## config.mk

```make
export PLATFORM = sky130hd
export DESIGN_NAME = cla_4b
export DESIGN_NICKNAME = d
export VERILOG_FILES = /design/src/rtl/cla_pkg.sv /design/src/rtl/cla_group4.sv /design/src/rtl/cla_4b.sv
export SDC_FILE = /design/constraint.sdc
export NUM_CORES = 1
export LEC_CHECK = 0
export BUFFER_PORTS_ARGS = -buffer_cell sky130_fd_sc_hd__clkbuf_2
export CAP_MARGIN = 20
export CORE_AREA = 2 2 39 41
export CTS_BUF_LIST = sky130_fd_sc_hd__clkbuf_4
export CTS_CLUSTER_SIZE = 25
export DETAILED_ROUTE_END_ITERATION = 10
export DIE_AREA = 0 0 41 43
export HOLD_SLACK_MARGIN = 0.02
export PLACE_DENSITY_LB_ADDON = 0.25
export SLEW_MARGIN = 15
export SYNTH_ARGS = -nofsm -noshare
export SYNTH_HDL_FRONTEND = slang
export SYNTH_SLANG_ARGS = --single-unit
```

## constraint.sdc

```tcl
create_clock -name clk -period 1.1 [get_ports clk]
set_clock_uncertainty 0.05 [all_clocks]
set_input_delay 0 -clock clk [delete_from_list [all_inputs] [get_ports clk]]
set_output_delay 0 -clock clk [all_outputs]
set_load 0.01 [all_outputs]
```

## src/rtl/cla_pkg.sv

```systemverilog
// Shared constants, types and helpers for the carry-look-ahead adder family.
package cla_pkg;

    localparam int unsigned CLA_GROUP = 32'd4;

    typedef logic [CLA_GROUP-1:0] grp_vec_t;

    function automatic int unsigned cla_num_groups(input int unsigned num_bits);
        return num_bits / CLA_GROUP;
    endfunction

endpackage

```

## src/rtl/cla_group4.sv

```systemverilog
// Combinational 4-bit look-ahead slice: flat two-level carries from the slice
// carry-in, plus group generate/propagate for the second-level unit.
module cla_group4
    import cla_pkg::*;
(
    input  grp_vec_t a,
    input  grp_vec_t b,
    input  logic     cin,
    output grp_vec_t sum,
    output logic     g,
    output logic     p,
    output logic     cout
);

    grp_vec_t g_s;
    grp_vec_t p_s;
    grp_vec_t c_s;

    assign g_s = a & b;
    assign p_s = a ^ b;

    // Every carry is a single sum-of-products of g/p and cin; nothing ripples.
    assign c_s[0] = cin;
    assign c_s[1] = g_s[0] | (p_s[0] & cin);
    assign c_s[2] = g_s[1] | (p_s[1] & g_s[0]) | (p_s[1] & p_s[0] & cin);
    assign c_s[3] = g_s[2] | (p_s[2] & g_s[1]) | (p_s[2] & p_s[1] & g_s[0])
                  | (p_s[2] & p_s[1] & p_s[0] & cin);

    assign g    = g_s[3] | (p_s[3] & g_s[2]) | (p_s[3] & p_s[2] & g_s[1])
                | (p_s[3] & p_s[2] & p_s[1] & g_s[0]);
    assign p    = &p_s;
    assign cout = g_s[3] | (p_s[3] & g_s[2]) | (p_s[3] & p_s[2] & g_s[1])
                | (p_s[3] & p_s[2] & p_s[1] & g_s[0])
                | (p_s[3] & p_s[2] & p_s[1] & p_s[0] & cin);

    assign sum  = p_s ^ c_s;

endmodule

```

## src/rtl/cla_4b.sv

```systemverilog
// Registered carry-look-ahead adder: {c_out, sum} = a + b + c0, one cycle latency.
// NUM_BITS must be a positive multiple of 4.
module cla_4b
    import cla_pkg::*;
#(
    parameter int NUM_BITS = 4
) (
    input  logic                clk,
    input  logic                rst,
    input  logic [NUM_BITS-1:0] a,
    input  logic [NUM_BITS-1:0] b,
    input  logic                c0,
    output logic [NUM_BITS-1:0] sum,
    output logic                c_out
);

    localparam int NUM_GROUPS = int'(cla_num_groups(NUM_BITS));

    logic [NUM_GROUPS-1:0] grp_g_s;
    logic [NUM_GROUPS-1:0] grp_p_s;
    logic [NUM_GROUPS-1:0] grp_cout_s;
    logic [NUM_GROUPS:0]   c_grp_s;
    logic                  carry_s;
    logic                  prod_s;
    logic [NUM_BITS-1:0]   sum_d;
    logic                  c_out_d;
    logic [NUM_BITS-1:0]   sum_q;
    logic                  c_out_q;

    for (genvar j = 0; j < NUM_GROUPS; j++) begin : g_slice
        cla_group4 u_grp (
            .a    (a[j*CLA_GROUP +: CLA_GROUP]),
            .b    (b[j*CLA_GROUP +: CLA_GROUP]),
            .cin  (c_grp_s[j]),
            .sum  (sum_d[j*CLA_GROUP +: CLA_GROUP]),
            .g    (grp_g_s[j]),
            .p    (grp_p_s[j]),
            .cout (grp_cout_s[j])
        );
    end

    // Second-level look-ahead: each group carry is a flat OR of G/P products back to c0.
    always_comb begin
        c_grp_s    = '0;
        c_grp_s[0] = c0;
        carry_s    = 1'b0;
        prod_s     = 1'b0;
        for (int j = 0; j < NUM_GROUPS; j++) begin
            carry_s = 1'b0;
            for (int k = 0; k <= j; k++) begin
                prod_s = grp_g_s[k];
                for (int m = k + 1; m <= j; m++) begin
                    prod_s = prod_s & grp_p_s[m];
                end
                carry_s = carry_s | prod_s;
            end
            prod_s = c0;
            for (int m = 0; m <= j; m++) begin
                prod_s = prod_s & grp_p_s[m];
            end
            c_grp_s[j+1] = carry_s | prod_s;
        end
    end

    // The top slice's own carry-out equals the look-ahead top carry; both feed c_out.
    assign c_out_d = c_grp_s[NUM_GROUPS] | grp_cout_s[NUM_GROUPS-1];

    // Output register; reset drops the in-flight result.
    always_ff @(posedge clk) begin
        if (rst) begin
            sum_q   <= '0;
            c_out_q <= 1'b0;
        end else begin
            sum_q   <= sum_d;
            c_out_q <= c_out_d;
        end
    end

    assign sum   = sum_q;
    assign c_out = c_out_q;

endmodule

```

; Yosys cells after proc, flatten, opt, wreduce, memory -nomap -nowiden
; Index checks and enable logic that the tools add are counted.
[totals]
ff_bits = 5
latchBits = 0
mem_bits_rw = 0
rom_bits = 0
in_bits = 11
memories = 0
[classes]
add_sub_neg = 0
mul = 0
n_div = 0
magnitude_cmp = 0
n_eq_ne = 0
shift = 0
mux = 0
n_bitwise = 32
n_reduce_logical = 1
[op_table]
columns = op, n
row1 = $and A1 B1 Y1, 17
row2 = $or A1 B1 Y1, 12
row3 = $xor A4 B4 Y4, 2
row4 = $and A4 B4 Y4, 1
row5 = $reduce_and A4 Y1, 1

; Longest topological paths before layout
; Gate-level depths: netlist (run 1).
[depth]
word_depth = 7
mapped_depth = 4
ltp_nobuf = 4

; Modules after synthesis
; From an unflattened synthesis (run 1), not the netlist that was laid out.
[hier_totals]
cells_unflattened = 34
hier_area_um2 = 335.3
[modules_own_cells]
columns = mod, instances, cells_per_inst, area_per_inst_um2
row1 = cla_group4, 1, 23, 193.9
row2 = cla_4b, 1, 11, 141.4

; Least setup slack after synthesis (run 1)
; No wires, ideal clock.
[synth_path]
path_kind = input-to-reg
start = in a[2]
end = reg sum_q[3], in the netlist sum[3]
setup_ps = 72
arrival_ps = 873
required_time_ps = 978
slack_ps = 105
cell_stages = 4
path_buffers = 0
cell_sequence = ha_1 > a41o_1 > a21oi_2 > mux2i_1
[synth_between]
elab_chain_cells = 6
[synth_rtl]
columns = element, line
row1 = start: declaration, cla_4b.sv:10  ; input logic [NUM_BITS-1:0] a,
row2 = $xor A4 B4 Y4, cla_group4.sv:20  ; assign p_s = a ^ b;
row3 = "$and A1 B1 Y1, on equally long branches", "cla_group4.sv:26, cla_group4.sv:27"
row4 = $or A1 B1 Y1 (tied with other cells), cla_group4.sv:26  ; assign c_s[3] = g_s[2] | (p_s[2] & g_s[1]) | (p_s[2] & p_s[1] & g_s[0])
row5 = $or A1 B1 Y1 or $and A1 B1 Y1 (tied branches), "cla_group4.sv:26, cla_group4.sv:27"
row6 = $or A1 B1 Y1 (*), cla_group4.sv:27  ; | (p_s[2] & p_s[1] & p_s[0] & cin);
row7 = $xor A4 B4 Y4 (*), cla_group4.sv:36  ; assign sum = p_s ^ c_s;
row8 = end signal: assignment, cla_4b.sv:74  ; sum_q <= sum_d;
row9 = end: declaration, cla_4b.sv:27  ; logic [NUM_BITS-1:0] sum_q;
; Mark *: on every way between the ends. The rest lies on a longest branch, timed or not.
; A chain may end at the register's enable or synchronous reset.

==> results of run 1 <==
==> report_power, final <==
group	switching (mW)	internal, mW
sequential	0.00517	0.203
combinational	0.0658	0.0748
clock	0.0647	0.161
total	0.136	0.439
==> Yosys cell counts <==
cell      count
a21o_1        1
a21oi_2       1
a41o_1        1
and3_1        1
dfxtp_1       5
fa_1          1
ha_1          4
inv_1         4
mux2i_1       1
nand2b_1      1
nor2_1        2
nor3_1        1
nor3b_2       1
o21ai_1       1
o22ai_1       1
or2_2         1
xor2_1        1
==> area by class of cell <==
| cell class | count | area (um^2) |
|---|---|---|
| repair buffers | 18 | 100.1 |
| multi-input cells | 19 | 170.2 |
| fillers | 148 | 948.4 |
| clock buffers | 4 | 30.03 |
| well taps | 16 | 20.02 |
| inverters | 4 | 15.01 |
| flip-flops and latches | 5 | 100.1 |
==> through the flow <==
step / hold slack, ps / util / total power, mW
2_1_floorplan: 19.51 / - / 0.2898
3_3_place_gp: 204.3 / 0.2857 / 0.3515
3_5_place_dp: 210.6 / 0.2857 / 0.3517
4_1_cts: 97.58 / 0.3146 / 0.5898
5_1_grt: 113.2 / 0.3146 / 0.6199
6_report: 105.4 / 0.3146 / 0.5743
==> worst paths after layout <==
kind | startpoint | end | slack [ps] | depth (start not counted)
setup / recovery | rst | sum[3] | 140 | 4
hold / removal | c0 | sum[0] | 110 | 4
==> cell families (layout without fill, tap and decap cells) <==
group	Yosys count	in the layout	share of synthesized area
XOR/XNOR	1	1	0.03071
adder cells (fa/ha/maj)	5	5	0.2456
multiplexers	1	1	0.03509
AND/OR/NAND/NOR	7	7	0.1535
AO/OA/AOI/OAI	5	5	0.1316
flip-flops	5	5	0.3509
buffers and inverters	4	26	0.05262
==> repair_timing <==
action | 4_1_cts | 5_1_grt
endpoints found under the setup margin | 0 | 0
hold buffers | 1 | 0
endpoints found under the hold margin | 4 | 0
buffers inserted | 0 | 0
==> routing by layer <==
layer	GRT usage	vias to the layer above
met3	0.02618	2
li1	-	142
met2	0.1250	11
met4	0.1000	0
met5	0	-
met1	0.06431	121
==> state kept, by name, summed over array words and instances, names as in the netlist <==
register and flops:
c_out 1, sum 4
==> results.json, run 1 <==
{
  "status": "finished, final reports clean",
  "period_share": 0.8759,
  "syn_inst": 28,
  "crit_arrival_ps": 1080,
  "gr-usage-all-layers": 0.08032,
  "crit_fanout": 6,
  "cts_tree": "done",
  "mostFrequentLayoutCells": "clkbuf_2 (15), dfxtp_1 (5), inv_1 (4), ha_1 (4), clkbuf_4 (4)",
  "grt-ovfl-total": 0,
  "start_kind": "input pin",
  "final_antenna_net_count": 0,
  "cts_root_buf": "clkbuf_4",
  "route.met2.wl_um": 227,
  "cp_slowest_stage_delay_ps": 530,
  "layout-drive-gt1-share": 0.4800,
  "cpLargestDelayFamily": "buffers and inverters",
  "htreeDepth": 1,
  "clock-sinks": 5,
  "stdcell_count": 66,
  "cp.required_ps": 1210,
  "ys_top_cells_by_area": "dfxtp_1 (35%), ha_1 (18%), fa_1 (7.0%)",
  "start_util": 0.2061,
  "antenna_found_initial": 0,
  "vias": 276,
  "syn-num-nets": 44,
  "dp_slack_ps": -16.00,
  "critPathKind": "in -> reg",
  "relSlewSlack": 0.8641,
  "max_freq_mhz": 1038,
  "setup_slack_ps": 136.5,
  "dr.pass1.iters": 1,
  "fin_nets": 67,
  "wl_per_cell_um": 7.652,
  "grt_first_pass_wirelength_um": 910,
  "numPortBuffers": 15,
  "p_leak_nw": 0.2460,
  "drv_slew": 0,
  "drv_cap": 0,
  "dieHeight_um": 43,
  "wirelength_um": 505,
  "period_minus_slack_ps": 963.5,
  "seq_area_frac_synth": 0.3509,
  "cp_num_buf_inv": 2,
  "first_iter_violations": 0,
  "maxUsedRoutingLayer": "met4",
  "yosys.area.top_type": "dfxtp_1",
  "clkSlewWorstSetupHoldPaths_ps": 40,
  "yosysTopAreaCellShare": 0.3509,
  "die-area_mm2": 0.001763,
  "wl_met1_um": 202,
  "hold_path.class": "in -> reg",
  "grt_max_degree": 7,
  "grt_pass1_vias": 274,
  "end_kind": "flip-flop",
  "cts_resized": 0,
  "fin_area_um2": 435.4,
  "drc_errors": 0,
  "yosysWarnings": 0,
  "gp_congestion": 0.6727,
  "dp_cells": 61,
  "p_per_area_mw_per_mm2": 1319,
  "syn2layout_area_growth_pct": 52.63,
  "rsz0062_at_grt": "no",
  "insertedDiodeCount": 0,
  "vias_per_cell": 4.182,
  "synth.avg_cell_area_um2": 10.19,
  "dr_wl_met3_um": 62,
  "chipWidth_um": 41,
  "ys_ff_latch": 5,
  "cts_inserted_buffers": 3,
  "place_area_um2": 395.4,
  "finalSetupViolations": 0,
  "peakVddDrop_mv": 0.2538,
  "num_rows": 14,
  "ys_types": 17,
  "num_io_pins": 16,
  "coreArea_mm2": 0.001384,
  "layout_commonest_cell": "clkbuf_2",
  "crit_chain": "dlygate4sd3_1 > clkbuf_2 > or2_2 > mux2i_1",
  "netlist_area_um2": 285.3,
  "hold_viol_final": 0,
  "slowest_stage": "dlygate4sd3_1",
  "worst_pin_slew_ps": 202.3,
  "cts_buffer_depth": 2,
  "setup_tns_ps": 0
}
No activity file was read; power rests on OpenSTA's default activity.
==> run 2: changes to the inputs <==
==> constraint.sdc (replaced) <==
create_clock -name clk -period 1.1 [get_ports clk]
set_clock_uncertainty 0.05 [all_clocks]
set_input_delay 0.165 -clock clk [delete_from_list [all_inputs] [get_ports clk]]
set_output_delay 0.165 -clock clk [all_outputs]
set_load 0.01 [all_outputs]
==> run 2 against run 1 <==
Effect of this change: global-route usage is essentially flat; wire length grew 6.1%; via count shrank 6.5%; flip-flop and latch count is the same; total power grew 2.6%; worst hold slack gained 23 ps; sequential power is essentially flat; sequential share of layout area shrank 0.77 points; die area is the same; fmax grew 0.59%.
==> results.json, run 2 (synthesis gave the netlist of run 1 again) <==
{
  "coreArea_mm2": 0.001384,
  "p_leak_nw": 0.2418,
  "wirelength_um": 536,
  "drc_errors": 0,
  "status": "finished, final reports clean",
  "relSlewSlack": 0.8556,
  "vias_per_cell": 3.969,
  "end_kind": "flip-flop",
  "cts_hold_buf": 0,
  "num_io_pins": 16,
  "mostFrequentLayoutCells": "clkbuf_2 (15), dfxtp_1 (5), inv_1 (4), clkbuf_4 (4)",
  "clock-sinks": 5,
  "crit_arrival_ps": 1070,
  "cts_buffer_depth": 2,
  "die-area_mm2": 0.001763,
  "cts_tree": "done",
  "power_uw": 589.4,
  "peakVddDrop_mv": 0.2255,
  "finalSetupViolations": 0,
  "grt-ovfl-total": 0,
  "worst_pin_slew_ps": 215.0,
  "period_minus_slack_ps": 957.9,
  "hold_path.class": "in -> reg",
  "crit_fanout": 4,
  "drv_slew": 0,
  "period_share": 0.8708,
  "hold_viol_final": 0,
  "cts_setup_buffers": 0,
  "drv_cap": 0,
  "cts_resized": 0,
  "max_freq_mhz": 1044,
  "rsz0062_at_grt": "no",
  "critPathKind": "in -> reg",
  "wl_per_cell_um": 8.246,
  "grt_first_pass_wirelength_um": 917,
  "dp_hpwl_um": 471.4,
  "largest_reg_flops": 4,
  "clkSlewWorstSetupHoldPaths_ps": 40,
  "p_per_area_mw_per_mm2": 1308,
  "multi_input_area_um2": 195.2,
  "fin_nets": 66,
  "vias": 258,
  "layout-drive-gt1-share": 0.5306,
  "insertedDiodeCount": 0,
  "fillers": 150,
  "numPortBuffers": 15,
  "gp_congestion": 0.7288,
  "first_iter_violations": 2,
  "antenna_found_initial": 0,
  "chipWidth_um": 41,
  "fin_util": 0.3255,
  "start_util": 0.2061,
  "seqCellArea_um2": 100.1,
  "cp.required_ps": 1210,
  "final_antenna_net_count": 0,
  "cts_inserted_buffers": 3,
  "gr-usage-all-layers": 0.08016,
  "htreeDepth": 1,
  "layout_commonest_cell": "clkbuf_2",
  "start_kind": "input pin",
  "num_rows": 14,
  "cts_root_buf": "clkbuf_4",
  "dr.pass1.iters": 4,
  "grt_max_degree": 7,
  "dieHeight_um": 43,
  "grt_pass1_vias": 236,
  "syn2layout_area_growth_pct": 57.89
}
run 2: cell type report:
type,instances,area share
well taps,16,0.04444
inverters,4,0.03333
flip-flops and latches,5,0.2222
multi-input cells,19,0.4333
clock buffers,4,0.06667
repair buffers,17,0.2000
run 2: worst max-delay path: stages:
cell and delay [ps]:
clkbuf_2 100, ha_4 240, a41o_1 230, a21oi_2 140, mux2i_1 190
run 2: report_power, final:
part	internal [mW]	switching [mW]	total, mW
logic	0.0792	0.0696	0.149
registers	0.203	0.00457	0.207
clock network	0.162	0.0720	0.234
run 2: per-stage QoR:
stage	hold WS (ps)	instances	cell area (um^2)	setup WS, ps	setup TNS [ps]
3_3_place_gp	380.5	61	420.4	-107.2	-232.7
2_1_floorplan	184.5	28	310.3	48.22	0
6_report	128.6	65	450.4	142.1	0
4_1_cts	129.1	65	450.4	142.1	0
3_5_place_dp	382.7	61	420.4	-105.8	-244.6
5_1_grt	133.9	65	450.4	96.12	0
run 2: path summary, 6_finish.rpt:
kind | startpoint | to | slack, ps | cells after the start
setup / recovery | a[1] | sum[3] | 140 | 5
hold / removal | rst | sum[0] | 130 | 2
run 2: metal layers:
layer	up-vias	routed length, um	global-route usage
met1	113	232	0.09265
met5	-	0	0
li1	138	-	-
met4	0	0	0.06000
met3	0	39	0.03141
met2	7	263	0.1125
==> run 3: changes to the inputs <==
--- a/config.mk
+++ b/config.mk
@@ -8,7 +8,6 @@
 export BUFFER_PORTS_ARGS = -buffer_cell sky130_fd_sc_hd__clkbuf_2
 export CAP_MARGIN = 20
 export CORE_AREA = 2 2 39 41
-export CTS_BUF_LIST = sky130_fd_sc_hd__clkbuf_4
 export CTS_CLUSTER_SIZE = 25
 export DETAILED_ROUTE_END_ITERATION = 10
 export DIE_AREA = 0 0 41 43
==> run 3 against run 2 <==
Effect of this change: combinational power about the same; global-route usage unchanged; cell area decreased by 0.83%; via count increased by 0.39%; largest cell class unchanged; largest power group is now registers; highest routed layer unchanged.
==> results.json, run 3 (synthesis gave the netlist of run 1 again) <==
{
  "syn2layout_area_growth_pct": 56.58,
  "start_util": 0.2061,
  "p_per_area_mw_per_mm2": 1257,
  "rsz0062_at_grt": "no",
  "critPathKind": "in -> reg",
  "stdcell_count": 65,
  "dp_cells": 61,
  "cts_resized": 0,
  "drc_errors": 0,
  "cts_buffer_depth": 2,
  "wirelength_um": 528,
  "setup_tns_ps": 0,
  "switching_share": 0.2552,
  "htreeDepth": 1,
  "cts_tree": "done",
  "dr.pass1.iters": 2,
  "wl_per_cell_um": 8.123,
  "relSlewSlack": 0.8556,
  "final_antenna_net_count": 0,
  "grt_pass1_vias": 241,
  "mostFrequentLayoutCells": "clkbuf_2 (15), dfxtp_1 (5), inv_1 (4), clkbuf_4 (3)",
  "p_sw_uw": 143.3,
  "end_kind": "flip-flop",
  "coreArea_mm2": 0.001384,
  "chipWidth_um": 41,
  "crit_fanout": 4,
  "power_uw": 561.7,
  "layout_commonest_cell": "clkbuf_2",
  "dp_hpwl_um": 471.4,
  "clkSlewWorstSetupHoldPaths_ps": 40,
  "fin_nets": 66,
  "period_minus_slack_ps": 952.6,
  "fin_area_um2": 446.7,
  "grt_first_pass_wirelength_um": 924,
  "clock-sinks": 5,
  "worst_pin_slew_ps": 215.0,
  "start_kind": "input pin",
  "grt_max_degree": 7,
  "die-area_mm2": 0.001763,
  "max_freq_mhz": 1050,
  "drv_cap": 0,
  "place_area_um2": 420.4,
  "finalSetupViolations": 0,
  "cts_setup_buffers": 0,
  "status": "finished, final reports clean",
  "vias": 259,
  "largest_reg_flops": 4,
  "num_io_pins": 16,
  "layout-drive-gt1-share": 0.5102,
  "insertedDiodeCount": 0,
  "cell_internal_pwr_uw": 418.3,
  "cts_root_buf": "clkbuf_4",
  "cp.required_ps": 1220,
  "hold_viol_final": 0,
  "peakVddDrop_mv": 0.2247,
  "vias_per_cell": 3.985,
  "combPwrFrac": 0.264,
  "gr-usage-all-layers": 0.08016,
  "dieHeight_um": 43,
  "p_seq_frac": 0.369,
  "drv_slew": 0,
  "antenna_found_initial": 0,
  "crit_arrival_ps": 1070,
  "pwr-share-clk": 0.367,
  "num_rows": 14,
  "p_leak_nw": 0.2384,
  "cts_inserted_buffers": 3,
  "gp_congestion": 0.7288,
  "hold_path.class": "in -> reg",
  "first_iter_violations": 1,
  "numPortBuffers": 15,
  "grt-ovfl-total": 0,
  "period_share": 0.8660,
  "cts_hold_buf": 0
}
run 3: changes by cell type in the layout (fill, tap and decap cells not counted):
cell | before | now
clkbuf_1 | 0 | 1
clkbuf_4 | 4 | 3
run 3: stage by stage:
step	util	worst slack [ps]	hold slack (ps)
after detailed placement	0.3038	-105.8	382.7
after global routing	0.3228	96.12	137.5
after global placement	0.3038	-107.2	380.5
after floorplan	-	48.22	184.5
final	0.3228	147.4	133.3
after CTS	0.3228	142.1	130.9
run 3: worst max-delay path: stages:
cell      delay [ps]
clkbuf_2         100
ha_4             240
a41o_1           230
a21oi_2          140
mux2i_1          190
run 3: power groups by stage:
stage / registers [mW] / clock network, mW / logic [mW]
after detailed placement: 0.211 / 0 / 0.151
after global routing: 0.209 / 0.232 / 0.171
after CTS: 0.207 / 0.218 / 0.152
final: 0.207 / 0.206 / 0.148
after floorplan: 0.222 / 0 / 0.0744
after global placement: 0.210 / 0 / 0.151
run 3: worst paths after layout:
path	start	to	slack [ps]	depth (start not counted)
worst min-delay path	rst	sum[2]	130	2
worst max-delay path	a[1]	sum[3]	150	5
run 3: area by class of cell:
| cell class | instances | area [um^2] |
|---|---|---|
| Fill cell | 152 | 937.1 |
| Sequential cell | 5 | 100.1 |
| Multi-Input combinational cell | 19 | 195.2 |
| Clock buffer | 4 | 26.28 |
| Timing Repair Buffer | 17 | 90.09 |
| Inverter | 4 | 15.01 |
| Tap cell | 16 | 20.02 |
run 3: layer usage:
| metal | track usage | vias to the layer above | wire, um |
|---|---|---|---|
| met2 | 0.1125 | 7 | 261 |
| met1 | 0.09265 | 114 | 226 |
| met5 | 0 | - | 0 |
| li1 | - | 138 | - |
| met3 | 0.03141 | 0 | 39 |
| met4 | 0.06000 | 0 | 0 |
